===== src/rtl/gate_lattice_pipe.sv =====
// gate_lattice_pipe: lane-wise selectable 2-input logic op feeding an elastic
// DEPTH-stage valid/ready pipeline, with an XOR signature and saturating beat count.
module gate_lattice_pipe #(
  parameter int W     = 8,
  parameter int NCH   = 4,
  parameter int DEPTH = 2
) (
  input  logic             clk,
  input  logic             rst,
  input  logic             in_valid,
  output logic             in_ready,
  input  logic [2:0]       op,
  input  logic [NCH*W-1:0] a,
  input  logic [NCH*W-1:0] b,
  output logic             out_valid,
  input  logic             out_ready,
  output logic [NCH*W-1:0] y,
  input  logic             acc_clr,
  output logic [W-1:0]     acc,
  output logic [15:0]      cnt
);

  localparam int BW = NCH * W;

  typedef enum logic [2:0] {
    OP_AND   = 3'd0,
    OP_OR    = 3'd1,
    OP_XOR   = 3'd2,
    OP_NOTA  = 3'd3,
    OP_NAND  = 3'd4,
    OP_NOR   = 3'd5,
    OP_XNOR  = 3'd6,
    OP_PASSA = 3'd7
  } op_e;

  function automatic logic [W-1:0] laneOp(input logic [2:0] sel,
                                          input logic [W-1:0] x,
                                          input logic [W-1:0] z);
    case (op_e'(sel))
      OP_AND:  laneOp = x & z;
      OP_OR:   laneOp = x | z;
      OP_XOR:  laneOp = x ^ z;
      OP_NOTA: laneOp = ~x;
      OP_NAND: laneOp = ~(x & z);
      OP_NOR:  laneOp = ~(x | z);
      OP_XNOR: laneOp = ~(x ^ z);
      default: laneOp = x;
    endcase
  endfunction

  logic [BW-1:0]    opResult;
  logic [DEPTH-1:0] stageValid_q;
  logic [BW-1:0]    stageData_q [DEPTH];
  logic [DEPTH-1:0] stageLoad;
  logic [W-1:0]     foldR;
  logic             outFire;
  logic [W-1:0]     acc_q, acc_d;
  logic [15:0]      cnt_q, cnt_d;

  always_comb begin
    opResult = '0;
    for (int c = 0; c < NCH; c++) begin
      opResult[c*W +: W] = laneOp(op, a[c*W +: W], b[c*W +: W]);
    end
  end

  // Ready ripples back from the output: a stage may load when it is empty or
  // when its own beat is moving on this cycle.
  always_comb begin : readyChain
    logic downOk;
    logic adv;
    downOk    = out_ready;
    adv       = 1'b0;
    stageLoad = '0;
    for (int k = DEPTH - 1; k >= 0; k--) begin
      adv          = stageValid_q[k] && downOk;
      stageLoad[k] = !stageValid_q[k] || adv;
      downOk       = stageLoad[k];
    end
  end

  assign in_ready = stageLoad[0];

  always_ff @(posedge clk or posedge rst) begin
    if (rst) begin
      stageValid_q <= '0;
      for (int k = 0; k < DEPTH; k++) begin
        stageData_q[k] <= '0;
      end
    end else begin
      if (stageLoad[0]) begin
        stageValid_q[0] <= in_valid;
        if (in_valid) begin
          stageData_q[0] <= opResult;
        end
      end
      for (int k = 1; k < DEPTH; k++) begin
        if (stageLoad[k]) begin
          stageValid_q[k] <= stageValid_q[k-1];
          if (stageValid_q[k-1]) begin
            stageData_q[k] <= stageData_q[k-1];
          end
        end
      end
    end
  end

  // y is pulled to zero whenever no beat is being presented.
  assign out_valid = stageValid_q[DEPTH-1];
  assign y         = out_valid ? stageData_q[DEPTH-1] : '0;
  assign outFire   = out_valid && out_ready;

  always_comb begin
    foldR = '0;
    for (int c = 0; c < NCH; c++) begin
      foldR = foldR ^ y[c*W +: W];
    end
  end

  // A clear coinciding with a delivery keeps only the delivered beat's fold.
  always_comb begin
    acc_d = acc_q;
    if (acc_clr) begin
      acc_d = outFire ? foldR : '0;
    end else if (outFire) begin
      acc_d = acc_q ^ foldR;
    end
    cnt_d = cnt_q;
    if (outFire && (cnt_q != 16'hFFFF)) begin
      cnt_d = cnt_q + 16'd1;
    end
  end

  always_ff @(posedge clk or posedge rst) begin
    if (rst) begin
      acc_q <= '0;
      cnt_q <= '0;
    end else begin
      acc_q <= acc_d;
      cnt_q <= cnt_d;
    end
  end

  assign acc = acc_q;
  assign cnt = cnt_q;

endmodule


===== config.mk =====
export PLATFORM = sky130hd
export DESIGN_NAME = gate_lattice_pipe
export DESIGN_NICKNAME = d
export VERILOG_FILES = /design/src/rtl/gate_lattice_pipe.sv
export SDC_FILE = /design/constraint.sdc
export NUM_CORES = 1
export LEC_CHECK = 0
export ABC_CLOCK_PERIOD_IN_PS = 4400
export BUFFER_PORTS_ARGS = -buffer_cell sky130_fd_sc_hd__clkbuf_2
export CORE_UTILIZATION = 50
export DETAILED_ROUTE_END_ITERATION = 8
export PLACE_DENSITY = 0.81
export SETUP_SLACK_MARGIN = 0.5
export SLEW_MARGIN = 20
export SYNTH_ARGS = -nofsm -noshare
export SYNTH_HDL_FRONTEND = slang
export SYNTH_SLANG_ARGS = --single-unit

===== constraint.sdc =====
create_clock -name clk -period 4.4 [get_ports clk]
set_clock_uncertainty 0.1 [all_clocks]
set_input_delay 0.44 -clock clk [delete_from_list [all_inputs] [get_ports clk]]
set_output_delay 0.44 -clock clk [all_outputs]
set_load 0.01 [all_outputs]

# == After elaboration in Yosys (flattened, before gate mapping) ==
# Index checks and enable logic that the tools add are counted.
# totals
regBits,90
latch_bits,0
mem_bits_rw,0
mem_bits_ro,0
in_bits,72
output_inout_bits,58
wordCells,65
memories,0
# classes
n_addsub,1
mul,0
div,0
magnitude_cmp,0
eq_ne,7
n_shift,0
n_mux,8
bitwise_logic,32
n_reduce_logical,11
# op_table
op,count
$pmux 8 s7,4
$not 8->8,16
$xor 8x8->8,8
$and 8x8->8,4
$mux 32,1
$or 8x8->8,4
$mux 8,3
$add 16x1->16 const B,1
$ne 16x16->1 const B,1
$eq 3x3->1 const B,3
$eq 3x2->1 const B,2
$reduce_and 2->1,2
$eq 3x1->1 const B,1
$logic_and 1x1->1,3
$logic_not 3->1,1
$logic_not 1->1,2
$logic_or 1x1->1,2
$reduce_bool 2->1,1

# == Longest topological paths before layout ==
# depth
depth_word,7
mapped_depth,7
depth_no_buf,6

# == Least setup slack after synthesis ==
# No wires, ideal clock.
# synth_timing
path_kind,register to register
start,register stageValid_q[1]
end,"register cnt_q[9], in the netlist cnt[9]"
setup_ns,0.125
t_arrival_ns,1.622
required_ns,4.175
setup_slack_ns,2.554
path_stages_with_launch,7
path_buffers,2
synth_period_minus_slack_ns,1.846
path_cell_list,dfrtp_1 > buf_4 > nand2_4 > or3_1 > buf_6 > nor3_1 > mux2_2
# synth_between
elab_chain_len,2
# synth_rtl
element,line_no,rtl
from (decl),52,logic [DEPTH-1:0] stageValid_q;
"from (signal, indexed assignment)",99,stageValid_q[k] <= stageValid_q[k-1];
$logic_and 1x1->1,111,assign outFire = out_valid && out_ready;
$logic_and 1x1->1,129,if (outFire && (cnt_q != 16'hFFFF)) begin
to (signal assigned),140,cnt_q <= cnt_d;
to (decl),58,"logic [15:0] cnt_q, cnt_d;"
# No other way between the ends.
# A chain may end at the register's enable or synchronous reset.

# == Worst setup path in the final report ==
# layout_timing
start,register stageValid_q[1]
end,register stageData_q[55] (netlist bit)
# layout_between
elab_chain_len,5
word_cells_on_any_way,6
cone_classes,reduce/logical: 6
# layout_rtl
element,line_no,rtl
$logic_not 1->1 / $logic_and 1x1->1 (equally long branches),"77, 76",
$logic_or 1x1->1 *,77,stageLoad[k] = !stageValid_q[k] || adv;
$logic_and 1x1->1 *,76,adv = stageValid_q[k] && downOk;
$logic_or 1x1->1 *,77,
$reduce_and 2->1 (no line) *,n/a,
"to (signal, indexed assignment)",101,stageData_q[k] <= stageData_q[k-1];
to (decl),53,logic [BW-1:0] stageData_q [DEPTH];
# Every way passes the cells marked *; elsewhere a longest branch is shown, timed or not.

==> reports/results.ini <==
[status]
outcome = completed

[timing]
hold_viol_final = 0
max-slew-margin-rel_pct = 29.79
finalCriticalPeriod_ns = 2.499
fin_hold_ws_ns = 0.1682
rsz0062_at_grt = no
period_share_pct = 56.79
fin_setup_tns_ns = 0
timing.final.max_slew_violations = 0
setup_viol = 0
fmax_ghz = 0.4002
tightestPinTransition_ns = 1.053

[floorplan]
initial_core_util_pct = 51.64
die-area_um2 = 12910
die_h_um = 113.6
die_x_um = 113.6
rows = 40
core_area_um2 = 12060
ios = 130

[power]
combPwrFrac_pct = 35.1
p_int_mw = 2.043
power.total_mw = 3.074
vdd_drop_max_mv = 0.2360
p_switching_mw = 1.030
switching_share_pct = 33.52
clkPwrFrac_pct = 24.8
seq_power_share_pct = 40.1
powerDensity_nw_per_um2 = 424.1
total_leakage_power_nw = 3.490

[clocking]
cts-root-buf = clkbuf_16
clock_sink_count = 90
clock_path_buffers = 2
clk_pin_slew_worst_paths_ns = 0.06
numCtsBuffers = 9
cts_tree = done
cts_setup_buffers = 0
ctsHoldBuffers = 0
ctsResizeCount = 0
htree_levels = 3
clk_latency_ns = 0.34

[yosys]
seq_area_frac_synth_pct = 36.16
syn-mean-instance-area_um2 = 10.74
synth-seq-cells = 90
yosysTopAreaCell = dfrtp_1
async_flop_share_pct = 100.0
synth_most_common_cell = inv_1
synth-main-ff-cell = dfrtp_1
postSynthCellCount = 580
yosys-top-cells-count = 97 x inv_1, 90 x dfrtp_1, 70 x xnor2_1
syn_area_um2 = 6228
synth_fp_nets = 717
synth_cell_types = 35
synth_edf_count = 0
synth_warnings = 0
synthTopCellsByArea = dfrtp_1 36%, ha_1 13%, mux4_2 12%
yosysTopAreaCellShare_pct = 36.16

[finish]
syn_to_final_growth_pct = 16.37
final_util_pct = 60.09
finish.net_count = 831
fill_cells = 981
antennaDiodeCount = 0
drive_above_1_share_pct = 31.62

[run]
maxCapViolCount = 0

[worst_setup_path]
startpoint = stageValid_q[1]
crit_required_ns = 4.54
path_cells = nand3b_1 > and2_2 > nor2_1 > a21oi_1
worstReg2RegStart = stageValid_q[1]
path_max_fanout = 64
rrSetupSlack_ns = 1.90
critPathCaptureType = register
criticalPathCategory = reg -> reg
cp_slowest_cell = and2_2
worst_path_largest_cell_delay_ns = 0.88
arrival_ns = 2.64
start_kind = register

[detailed_routing]
routedWlPerCell_um = 14.76
first_pass_iters = 4
drtIter0Drc = 313
routed_wl_mm = 12.80
vias = 4396
drc = 0
postRouteAntennaNets = 0
via_per_inst = 5.070

[global_route]
grt_pass1_wl_mm = 21.16
antenna_found_initial = 0
grt_pass1_vias = 4537
overflow = 0
grt_max_degree = 65
grt.total_usage_pct = 20.91

[hold_path]
holdCritPathClass = in -> async

[placement]
port_buffers = 129
post-dp-hpwl_mm = 9.877
gp_congestion = 0.8930

[flip-flops by register name, indices dropped and copies added (netlist names)]
name,count
stageValid_q,2
cnt,16
acc,8
stageData_q,64
[layout make-up]
cell class	instances	area, um^2	share of cell area (%)
multi-input combinational	366	3472	47.90
sequential	90	2252	31.07
timing repair buffer	130	653.1	9.011
inverter	97	365.4	5.041
clock buffer	10	229.0	3.159
tap	168	210.2	2.900
clock inverter	6	66.31	0.9149
[cell usage in the layout (no fill, tap or decap), drive strengths merged, types with 32 or more instances in the layout]
master  count
a21oi      34
dfrtp      90
and2       35
xnor2      70
ha         65
clkbuf    139
nor2       41
mux4       32
mux2       35
inv        97
[power groups by stage]
stage	logic, mW	clock network, mW	registers (mW)
global route	1.19	0.800	1.26
finish	1.08	0.762	1.23
global placement	1.05	0	1.22
CTS	1.10	0.769	1.23
detailed placement	1.09	0	1.24
floorplan	0.743	0	1.21
[worst max-delay path: cells and delay by family, from the launching register on]
kind | cells | cell delay (ns)
AOI/OAI and AO/OA | 1 | 0.21
DFF | 1 | 0.75
and+or+nand+nor | 3 | 1.33
[path summary, 6_finish.rpt]
check | end | cells past startpoint
setup reg to reg | stageData_q[55] | 4
max in group asynchronous | stageData_q[23] | 3
hold / removal | stageData_q[26] | 2
hold reg to reg | cnt[14] | 1
min in group clk | stageValid_q[0] | 2
setup / recovery | stageData_q[55] | 4
[per-layer routing]
layer  GRT usage [%]  wire, um  up-vias
li1                -         -     2110
met1           26.92      5581     2128
met4           8.070       243        0
met5               0         0        -
met2           36.38      6384      138
met3           2.179       591       20
[cell families (layout without fill, tap and decap cells)]
family                     count (synthesis)  count (layout)  synth area share, %
muxes                                     67              67                17.90
DFF                                       90              90                36.16
xor gates and xnor gates                  75              75                10.55
and+or+nand+nor                          119             119                10.51
buffers and inverters                    124             243                8.156
AOI/OAI and AO/OA                         40              40                3.676
adders and majority gates                 65              65                13.06
[stage by stage]
stage,cells,cell area (um^2),setup slack (ns)
2_1_floorplan,580,6228,1.525
3_3_place_gp,851,6950,1.745
3_5_place_dp,851,6953,1.905
4_1_cts,867,7248,1.900
5_1_grt,867,7248,1.655
6_report,867,7248,1.901
Note: power is estimated with default switching activity, not from simulation.
